## config.mk

```make
export PLATFORM = sky130hd
export DESIGN_NAME = data_mem_burst_master
export DESIGN_NICKNAME = d
export VERILOG_FILES = /design/src/rtl/data_mem_burst_master.sv
export SDC_FILE = /design/constraint.sdc
export NUM_CORES = 1
export LEC_CHECK = 0
export CORE_MARGIN = 5
export CORE_UTILIZATION = 40
export CTS_CLUSTER_DIAMETER = 30
export CTS_CLUSTER_SIZE = 30
export DETAILED_ROUTE_END_ITERATION = 16
export PLACE_DENSITY = 0.89
export SYNTH_ARGS = -nofsm -noshare
export SYNTH_HDL_FRONTEND = slang
export SYNTH_SLANG_ARGS = --single-unit
```

## constraint.sdc

```tcl
create_clock -name clk -period 3.5 [get_ports clk]
set_input_delay 0.875 -clock clk [delete_from_list [all_inputs] [get_ports clk]]
set_output_delay 0.875 -clock clk [all_outputs]
set_load 0.005 [all_outputs]
```

## src/rtl/data_mem_burst_master.sv

```systemverilog
// Burst initiator for the data memory port.
// Splits core read/write commands into per-cycle memory strobes.
module data_mem_burst_master #(
  parameter int DATA_W    = 16,
  parameter int ADDR_W    = 16,
  parameter int MAX_BURST = 8,
  parameter int LEN_W     = 4
) (
  input  logic              clk,
  input  logic              rst,
  input  logic              cmd_valid,
  output logic              cmd_ready,
  input  logic              cmd_write,
  input  logic [ADDR_W-1:0] cmd_addr,
  input  logic [LEN_W-1:0]  cmd_len,
  input  logic              wr_valid,
  output logic              wr_ready,
  input  logic [DATA_W-1:0] wr_data,
  output logic              rd_valid,
  input  logic              rd_ready,
  output logic [DATA_W-1:0] rd_data,
  output logic              busy,
  output logic              done,
  output logic [ADDR_W-1:0] mem_access_addr,
  output logic [DATA_W-1:0] mem_write_data,
  output logic              mem_write_en,
  output logic              mem_read,
  input  logic [DATA_W-1:0] mem_read_data
);

  typedef enum logic [2:0] {
    IDLE,
    WRITE,
    READ,
    DRAIN,
    DONE
  } state_t;

  localparam logic [LEN_W-1:0] MAX_LEN = LEN_W'(MAX_BURST);
  localparam logic [LEN_W-1:0] ONE_LEN = LEN_W'(1);

  state_t state, state_nx;

  logic [ADDR_W-1:0] cur_addr;
  logic [LEN_W-1:0]  count;
  logic [LEN_W-1:0]  len_clamped;
  logic              last;
  logic              slot_free;
  logic              cmd_fire;
  logic              wr_fire;

  always_comb begin
    len_clamped = cmd_len;
    if (cmd_len == '0) begin
      len_clamped = ONE_LEN;
    end else if (cmd_len > MAX_LEN) begin
      len_clamped = MAX_LEN;
    end
  end

  assign last      = (count == ONE_LEN);
  assign slot_free = !rd_valid || rd_ready;
  assign cmd_fire  = cmd_valid && cmd_ready;
  assign wr_fire   = wr_valid && wr_ready;

  always_ff @(posedge clk) begin
    if (rst) begin
      state <= IDLE;
    end else begin
      state <= state_nx;
    end
  end

  always_comb begin
    state_nx     = state;
    cmd_ready    = 1'b0;
    wr_ready     = 1'b0;
    mem_write_en = 1'b0;
    mem_read     = 1'b0;
    done         = 1'b0;
    unique case (state)
      IDLE: begin
        cmd_ready = 1'b1;
        if (cmd_valid) begin
          state_nx = cmd_write ? WRITE : READ;
        end
      end
      WRITE: begin
        wr_ready     = 1'b1;
        mem_write_en = wr_valid;
        if (wr_valid && last) begin
          state_nx = DONE;
        end
      end
      READ: begin
        mem_read = slot_free;
        if (slot_free && last) begin
          state_nx = DRAIN;
        end
      end
      DRAIN: begin
        if (rd_valid && rd_ready) begin
          state_nx = DONE;
        end
      end
      DONE: begin
        done     = 1'b1;
        state_nx = IDLE;
      end
      default: state_nx = IDLE;
    endcase
    // Reset edge must never commit a handshake or a memory write.
    if (rst) begin
      cmd_ready    = 1'b0;
      wr_ready     = 1'b0;
      mem_write_en = 1'b0;
      mem_read     = 1'b0;
      done         = 1'b0;
    end
  end

  always_ff @(posedge clk) begin
    if (rst) begin
      cur_addr <= '0;
      count    <= '0;
      rd_valid <= 1'b0;
      rd_data  <= '0;
    end else begin
      if (cmd_fire) begin
        cur_addr <= cmd_addr;
        count    <= len_clamped;
      end else if (wr_fire || mem_read) begin
        cur_addr <= cur_addr + ADDR_W'(1);
        count    <= count - ONE_LEN;
      end
      // A load into a freed slot wins over the consume-clear.
      if (mem_read) begin
        rd_data  <= mem_read_data;
        rd_valid <= 1'b1;
      end else if (rd_ready) begin
        rd_valid <= 1'b0;
      end
    end
  end

  assign busy            = (state != IDLE);
  assign mem_access_addr = cur_addr;
  assign mem_write_data  = wr_data;

endmodule

```

==> results.sh <==
export IMPL_gp_congestion=0.832
export IMPL_hold_viol_final=0
export IMPL_syn_avg_cell_area_um2=7.92
export IMPL_yosys_register_bits=40
export IMPL_ys_warn_count=0
export IMPL_grt_max_degree=23
export IMPL_async_reset_ff_share_pct=0
export IMPL_setup_violations=0
export IMPL_yosys_area_top_type="dfxtp_1"
export IMPL_track_usage_pct=16.3
export IMPL_holdBufCountCts=0
export IMPL_die_x_um=84.7
export IMPL_outcome="complete, no violations"
export IMPL_hold_depth=2
export IMPL_ys_top_cells_by_area="dfxtp_1 36%, nand2_1 8.7%, a21oi_1 6.3%, buf_4 6.1%, nor2_1 4.2%"
export IMPL_drc=0
export IMPL_cts_htree_levels=2
export IMPL_grt_pass1_wl_um=9720
export IMPL_pin_count=113
export IMPL_final_area_um2=3060
export IMPL_dr_pass1_iters=4
export IMPL_clk_path_buf_depth=2
export IMPL_synth_distinct_cells=48
export IMPL_synth_edff_count=0
export IMPL_slew_headroom_pct=57.8
export IMPL_fillers=512
export IMPL_cts_inserted_buffers=5
export IMPL_fin_worst_skew_ns=0.00370
export IMPL_required_ns=2.62
export IMPL_drtIter0Drc=77
export IMPL_fin_setup_tns_ns=0
export IMPL_cts_root_buffer="clkbuf_8"
export IMPL_endpoint_kind="output pin"
export IMPL_dpl_hpwl_um=4420
export IMPL_die_h_um=84.7
export IMPL_grt_ovfl_total=0
export IMPL_r2r_slack_ns=1.49
export IMPL_placementRows=27
export IMPL_fmax_mhz=328
export IMPL_powerDensity_nw_per_um2=433
export IMPL_slew_viol_final=0
export IMPL_cts_resized=0
export IMPL_die_area_um2=7180
export IMPL_max_vdd_ir_drop_v=0.000248
export IMPL_wl_per_cell_um=14.2
export IMPL_start_kind="input pin"
export IMPL_start_util_pct=40.8
export IMPL_clk_latency_ns=0.29
export IMPL_worstPathArrival_ns=2.18
export IMPL_finalNetCount=403
export IMPL_port_buffers=80
export IMPL_via_per_inst=5.18
export IMPL_final_period_utilization_pct=87.2
export IMPL_clkTransAtPathRegs_ns=0.08
export IMPL_synth_nets=343
export IMPL_diodes=0
export IMPL_grt_pass1_vias=2094
export IMPL_worstPathMaxFanout=2
export IMPL_netlist_area_um2=2230
export IMPL_crit_type="input pin to output pin"
export IMPL_cts_tree="built"
export IMPL_synth_top_cell_area_share_pct=35.9
export IMPL_leakage_nw=1.06
export IMPL_timing_hold_ws_ns=0.454
export IMPL_tightest_slew_ns=0.630
export IMPL_cts_sinks=40
export IMPL_hp_class="register to register"
export IMPL_final_core_util_pct=56.0
export IMPL_rsz0062_at_grt="no"
export IMPL_cap_violations=0
export IMPL_ant_nets=0
export IMPL_yosysSeqAreaShare_pct=35.9
export IMPL_syn_inst=282
export IMPL_fp_coreArea_um2=5470
export IMPL_min_period_ns=3.05
export IMPL_layout_drive_gt1_share_pct=7.29
export IMPL_reg2reg_depth=5
export IMPL_synthFlopType="dfxtp_1"
export IMPL_area_growth_pct=37.2
export IMPL_antenna_found_initial=0
export IMPL_placed_area_um2=2940
export IMPL_via_count=2148
export IMPL_drt_wl_total_um=5890
export IMPL_post_cts_setup_buffers=0
report_power, final:
group          switching, mW  internal, mW  total (mW)
logic                  0.163         0.192       0.355
registers             0.0538         0.502       0.556
clock network          0.164         0.252       0.415
total                  0.380         0.946        1.33
cell usage after synthesis, types with 3 or more instances:
master	n
nand2_1	52
buf_6	3
buf_2	7
a211oi_1	11
nor3_1	6
xor2_1	8
nand4_1	4
and3_1	5
o21ai_1	5
a21oi_1	28
nor4_1	3
nor2b_1	3
ha_1	3
buf_4	18
dfxtp_1	40
nand3_1	15
clkbuf_1	3
nor2_1	25
inv_1	7
layout by cell type, fill, tap and decap left out, types with 2 or more instances in the layout:
master / count
clkdlybuf4s50_1: 79
nand2_1: 52
dfxtp_1: 40
a21oi_1: 28
nor2_1: 25
nand3_1: 15
a211oi_1: 11
xor2_1: 8
inv_1: 7
clkbuf_8: 7
nor3_1: 6
and3_1: 5
o21ai_1: 5
buf_4: 5
nand4_1: 4
nor2b_1: 3
nor4_1: 3
ha_1: 3
nand2b_1: 2
nor3_4: 2
a31oi_1: 2
xnor2_1: 2
o31a_1: 2
o32ai_1: 2
a21o_1: 2
worst max-delay path, stage by stage:
cell	delay, ns
clkdlybuf4s50_1	0.47
nand2b_1	0.12
and3_1	0.18
clkdlybuf4s50_1	0.52
through the flow:
step / cells / setup slack (ns) / power [mW]
2_1_floorplan: 282 / 1.16 / 0.771
3_3_place_gp: 407 / 0.448 / 0.911
3_5_place_dp: 407 / 0.448 / 0.921
4_1_cts: 415 / 0.448 / 1.34
5_1_grt: 415 / 0.345 / 1.40
6_report: 415 / 0.447 / 1.33
routing by layer:
| layer | global-route usage (%) | share of wire [%] | vias up |
|---|---|---|---|
| met5 | 0 | 0 | - |
| met4 | 5.76 | 1.5 | 0 |
| met3 | 3.14 | 4.7 | 11 |
| met2 | 28.5 | 50 | 57 |
| met1 | 19.7 | 44 | 997 |
| li1 | - | - | 1083 |
worst paths after layout:
| kind | from | end |
|---|---|---|
| setup / recovery | rd_ready | mem_read |
| hold / removal | rd_data[13]$_SDFFE_PP0P_ | rd_data[13]$_SDFFE_PP0P_ |
| setup reg to reg | state[0]$_SDFFE_PP0P_ | mem_access_addr[0]$_SDFFE_PP0P_ |
| hold reg to reg | rd_data[13]$_SDFFE_PP0P_ | rd_data[13]$_SDFFE_PP0P_ |
logic make-up after synthesis:
kind of cell	share of synthesized area [%]
and+or+nand+nor	29.7
AOI/OAI and AO/OA	17.9
DFF	35.9
buffers and inverters	11.0
xor gates and xnor gates	3.92
adders and majority gates	1.68
final cells by class:
type                            instances  area [um2]  share of cell area, %
Clock buffer                            7        96.3                   3.14
Clock inverter                          1        30.0                  0.980
Inverter                                7        26.3                  0.857
Multi-Input combinational cell        203        1190                   38.8
Sequential cell                        40         801                   26.1
Tap cell                               72        90.1                   2.94
Timing Repair Buffer                   85         833                   27.2
registers in the layout, indices dropped and copies added (netlist names):
name,flops
rd_valid,1
state,3
mem_access_addr,16
count,4
rd_data,16
(Power assumes the default switching activity.)
==> RTL change 1: new RTL, same settings <==
The parameter `ADDR_W` goes from 16 to 15.
--- a/src/rtl/data_mem_burst_master.sv
+++ b/src/rtl/data_mem_burst_master.sv
@@ -3,5 +3,5 @@
 module data_mem_burst_master #(
   parameter int DATA_W    = 16,
-  parameter int ADDR_W    = 16,
+  parameter int ADDR_W    = 15,
   parameter int MAX_BURST = 8,
   parameter int LEN_W     = 4
Ports: changed (resized cmd_addr and mem_access_addr); port bits go from 113 to 111. The function was not compared with the original's and may differ.
==> RTL change 1 against the unedited design <==
- sequential cell count down 1
- cell area down 5.1%
- synthesized area down 7.8%
- wire length down 11%
- global-route usage down 0.20 points
- power up 3.0%
- setup slack worse by 210 ps
- utilization up 1.7 points
- critical path type unchanged
- largest cell class unchanged
==> RTL change 1: results (changes against the unedited design) <==
FFs w/ async S/R, synth 0% (unchanged); GP Congestion 0.7571 (-9.0%); hold slack final 456.3 ps (+2.159 ps); drt via density 4.965 (-4.1%); Final nets 361 (-10%); Post-synth top cells nand2_1 (40), dfxtp_1 (39), a21oi_1 (21); min-delay src rd_data[11]; Tmin final 3262 ps (+209.7 ps); sequential area share after synthesis 37.91% (+2.1 points); setup repair bufs after CTS 0 (unchanged); Clock Tree Root clkbuf_8; Reg clk slew, reported paths roughly 70 ps; Synth cell types 41 (-15%); Max stage delay on crit path roughly 530 ps; RR Startpoint state[1]; Worst Tran Pin Value 559.0 ps (-71.36 ps); LEAKAGE 0.9849 nW (-7.4%); Switching Power 397.9 µW (+4.7%); crit path DAT 2390 ps (+210 ps); fill count 458 (-11%); total track usage 16.06% (-0.20 points); largest net degree at the start of global routing 31 (+35%); hpwl dp 4006 µm (-9.3%); Port Buffers 78 (-2.5%); Biggest register rd_data; Post-Place Worst Slack 224.3 ps (-224.1 ps); crit path from rst; layout cell share with drive strength beyond 1 9.603% (+2.3 points); clk_skew 8.473 ps (+4.771 ps); Hold WC Path Type reg -> reg; dominant cells by area after synthesis dfxtp_1 (38%), nand2_1 (7.3%), buf_4 (6.6%); clk buf depth 2 (unchanged); status finished clean; DRT Pass-1 Iters 4 (unchanged); H-tree depth 2 (unchanged); Reg2Reg Setup Slack ~1500 ps; first-pass GRT wire length 8342 µm (-14%); vias in the first global route 1798 (-14%); Iteration-0 DRC Markers 47 (-39%); drt total wl 5266 µm (-11%); crit-path max FO 6 (+4); total nets after synthesis 300 (-13%); Max VDD drop 0.0002410 V (-2.9%)
[RTL change 1: changes by cell type in the layout (fill, tap and decap cells not counted), moves of 4 or more]
cell,change
nor3_1,-5
and3_1,-4
nand2_1,-12
nand4_1,-4
nor2_1,-10
nand3_1,-7
a211oi_2,+4
a211oi_1,+6
a2111oi_2,+5
a21oi_1,-7
xor2_1,-7
xnor2_1,+13
o21ai_1,-5
[RTL change 1: area by class of cell]
class                      count  area, µm²  area share [%]
sequential                    39      780.7           26.86
inverter                      10      37.54           1.291
clock inverter                 2      35.03           1.205
timing repair buffer          83      818.3           28.15
clock buffer                   6      82.58           2.841
tap                           70      87.58           3.013
multi-input combinational    162       1065           36.63
[RTL change 1: final timing paths]
check / to / depth (start not counted)
max: mem_write_en / 5
min: rd_data[11] / 2
max reg2reg: mem_access_addr[13] / 6
min reg2reg: rd_data[11] / 2
[RTL change 1: logic make-up (layout without fill, tap and decap cells)]
| kind of cell | after synthesis | in the layout | synth area share [%] |
|---|---|---|---|
| and+or+nand+nor | 84 | 84 | 20.66 |
| muxes | 1 | 1 | 0.4860 |
| adders and majority gates | 3 | 3 | 1.823 |
| buffers and inverters | 39 | 101 | 10.39 |
| AOI/OAI and AO/OA | 58 | 58 | 21.93 |
| DFF | 39 | 39 | 37.91 |
| xor gates and xnor gates | 16 | 16 | 6.805 |
[RTL change 1: worst max-delay path: cells and delay by family]
family	cells	cell delay [ps]
buffers and inverters	3	1080
AND/OR/NAND/NOR	2	430
[RTL change 1: per-layer routing]
layer	wire length, µm	vias up	share of wire, %	GRT usage, %
li1	-	942	-	-
met4	47	0	0.89	3.821
met1	2184	844	41	18.36
met5	0	-	0	0
met2	2651	55	50	29.89
met3	382	6	7.3	3.728
[RTL change 1: power groups by stage]
stage	combinational, mW	sequential, mW	clock (mW)
2_1_floorplan	0.228	0.570	0
3_3_place_gp	0.400	0.579	0
3_5_place_dp	0.414	0.581	0
4_1_cts	0.417	0.572	0.394
5_1_grt	0.454	0.584	0.417
6_report	0.411	0.572	0.382
[RTL change 1: stage by stage]
stage          instances  instance area [µm²]  power (mW)  util [%]
5_1_grt              372                 2907       1.456     57.64
3_3_place_gp         364                 2789      0.9784     55.31
4_1_cts              372                 2907       1.382     57.64
3_5_place_dp         364                 2789      0.9946     55.31
6_report             372                 2907       1.366     57.64
2_1_floorplan        240                 2059      0.7984         -
==> RTL change 2: new RTL, same flow settings <==
Made on the original files. Re-encode `state_t` (5 states) as one-hot, 5 bits wide.
--- a/src/rtl/data_mem_burst_master.sv
+++ b/src/rtl/data_mem_burst_master.sv
@@ -29,10 +29,10 @@
 );
 
-  typedef enum logic [2:0] {
-    IDLE,
-    WRITE,
-    READ,
-    DRAIN,
-    DONE
+  typedef enum logic [4:0] {
+    IDLE  = 5'b00001,
+    WRITE = 5'b00010,
+    READ  = 5'b00100,
+    DRAIN = 5'b01000,
+    DONE  = 5'b10000
   } state_t;
 
Check against the original RTL: no difference found for any inputs over 10 cycles, from zero or initial values and one cycle with rst high; not proved beyond that.
==> RTL change 2 against the unedited design <==
- sequential cell count rose by 2
- via count fell by 3.5%
- cell area fell by 2.9%
- combinational power fell by 43%
- critical path depth did not move
- first-iteration DRC count rose by 38%
- power fell by 20%
- synthesized area fell by 3.1%
- wire length rose by 1.8%
- hold slack improved by 5.9 ps
- cell count fell by 4.6%
- largest power group unchanged
- non-clock buffer count fell by 2
- setup slack got worse by 380 ps
==> RTL change 2: results (changes against the unedited design) <==
grt ovf 0 (unchanged); Iteration-0 DRC Markers 106 (+38%); LEAKAGE 0.9865 nW (-7.2%); status finished clean; Placed Area 2883 µm² (-1.9%); total track usage 16.90% (+0.63 points); Post-Place Worst Slack 76.77 ps (-371.7 ps); clock latency on the worst-skew pair between 200 and 300 ps; Synth cell types 41 (-15%); crit path DAT 2560 ps (+380 ps); Max VDD drop 0.0002123 V (-14%); R2R Path End mem_access_addr[12]; clk_skew 5.499 ps (+1.798 ps); layout cell share with drive strength beyond 1 5.828% (-1.5 points); Worst Hold End rd_data[15]; cells on worst reg2reg path 6 (+1); dominant cells by area after synthesis dfxtp_1 (39%), nand2_1 (7.6%), a21oi_1 (5.6%); sequential area share after synthesis 38.87% (+3.0 points); GP Congestion 0.8437 (+1.5%); first-pass GRT wire length 9970 µm (+2.6%); Final nets 386 (-4.2%); Avg WL per Cell 15.14 µm (+6.7%); min-delay src rd_data[15]; hpwl dp 4460 µm (+0.92%); detailed-route via count 2073 (-3.5%); Worst Tran Pin Value 574.4 ps (-56.06 ps); total nets after synthesis 328 (-4.4%); Post-synth top cells nand2_1 (44), dfxtp_1 (42), nor2_1 (29); RR Startpoint state[1]; Reg2Reg Setup Slack 1270 ps (-220 ps); largest net degree at the start of global routing 44 (+91%)
==> RTL change 2: worst max-delay path, stage by stage <==
cell	delay, ps
clkdlybuf4s50_1	410
or4b_2	600
nor3_1	140
clkdlybuf4s50_1	520
==> RTL change 2: cell families (layout without fill, tap and decap cells) <==
kind of cell / count (synthesis) / after routing / share of synthesized area [%]
and+or+nand+nor: 116 / 116 / 26.84
AOI/OAI and AO/OA: 60 / 60 / 18.51
DFF: 42 / 42 / 38.87
buffers and inverters: 34 / 93 / 9.196
xor gates and xnor gates: 12 / 12 / 4.858
adders and majority gates: 3 / 3 / 1.735
==> RTL change 2: through the flow <==
step,hold WS (ps),std cells,power (mW)
2_1_floorplan,452.7,267,0.6456
3_3_place_gp,442.7,388,0.7459
3_5_place_dp,445.9,388,0.7518
4_1_cts,456.6,396,1.067
5_1_grt,475.3,396,1.114
6_report,460.0,396,1.058
==> RTL change 2: layer usage <==
layer  vias up  global-route usage, %  routed length (µm)
li1       1041                      -                   -
met1       952                  20.49                2528
met2        78                  30.03                3046
met3         2                  3.554                 380
met4         0                  4.825                  41
met5         -                      0                   0
==> RTL change 2: where the power goes <==
part | switching [mW] | leakage, nW | internal, mW
Sequential | 0.0345 | 0.343 | 0.505
Combinational | 0.0806 | 0.595 | 0.121
Clock | 0.157 | 0.0482 | 0.159
==> RTL change 2: final cells by class <==
| cell class | instances | area (µm²) |
|---|---|---|
| Clock inverter | 1 | 5.005 |
| Inverter | 2 | 7.507 |
| Fill cell | 461 | 2198 |
| Timing Repair Buffer | 83 | 823.3 |
| Tap cell | 70 | 87.58 |
| Sequential cell | 42 | 840.8 |
| Multi-Input combinational cell | 191 | 1124 |
| Clock buffer | 7 | 86.33 |
==> RTL change 2: how the worst max path moves through the flow <==
stage / end / slack [ps] / from / cells past startpoint
after CTS: done / 60 / rst / 4
final: done / 60 / rst / 4
after global routing: done / 7 / rst / 4
after detailed placement: done / 80 / rst / 4
after floorplan: mem_read / 720 / rd_ready / 6
after global placement: done / 70 / rst / 4
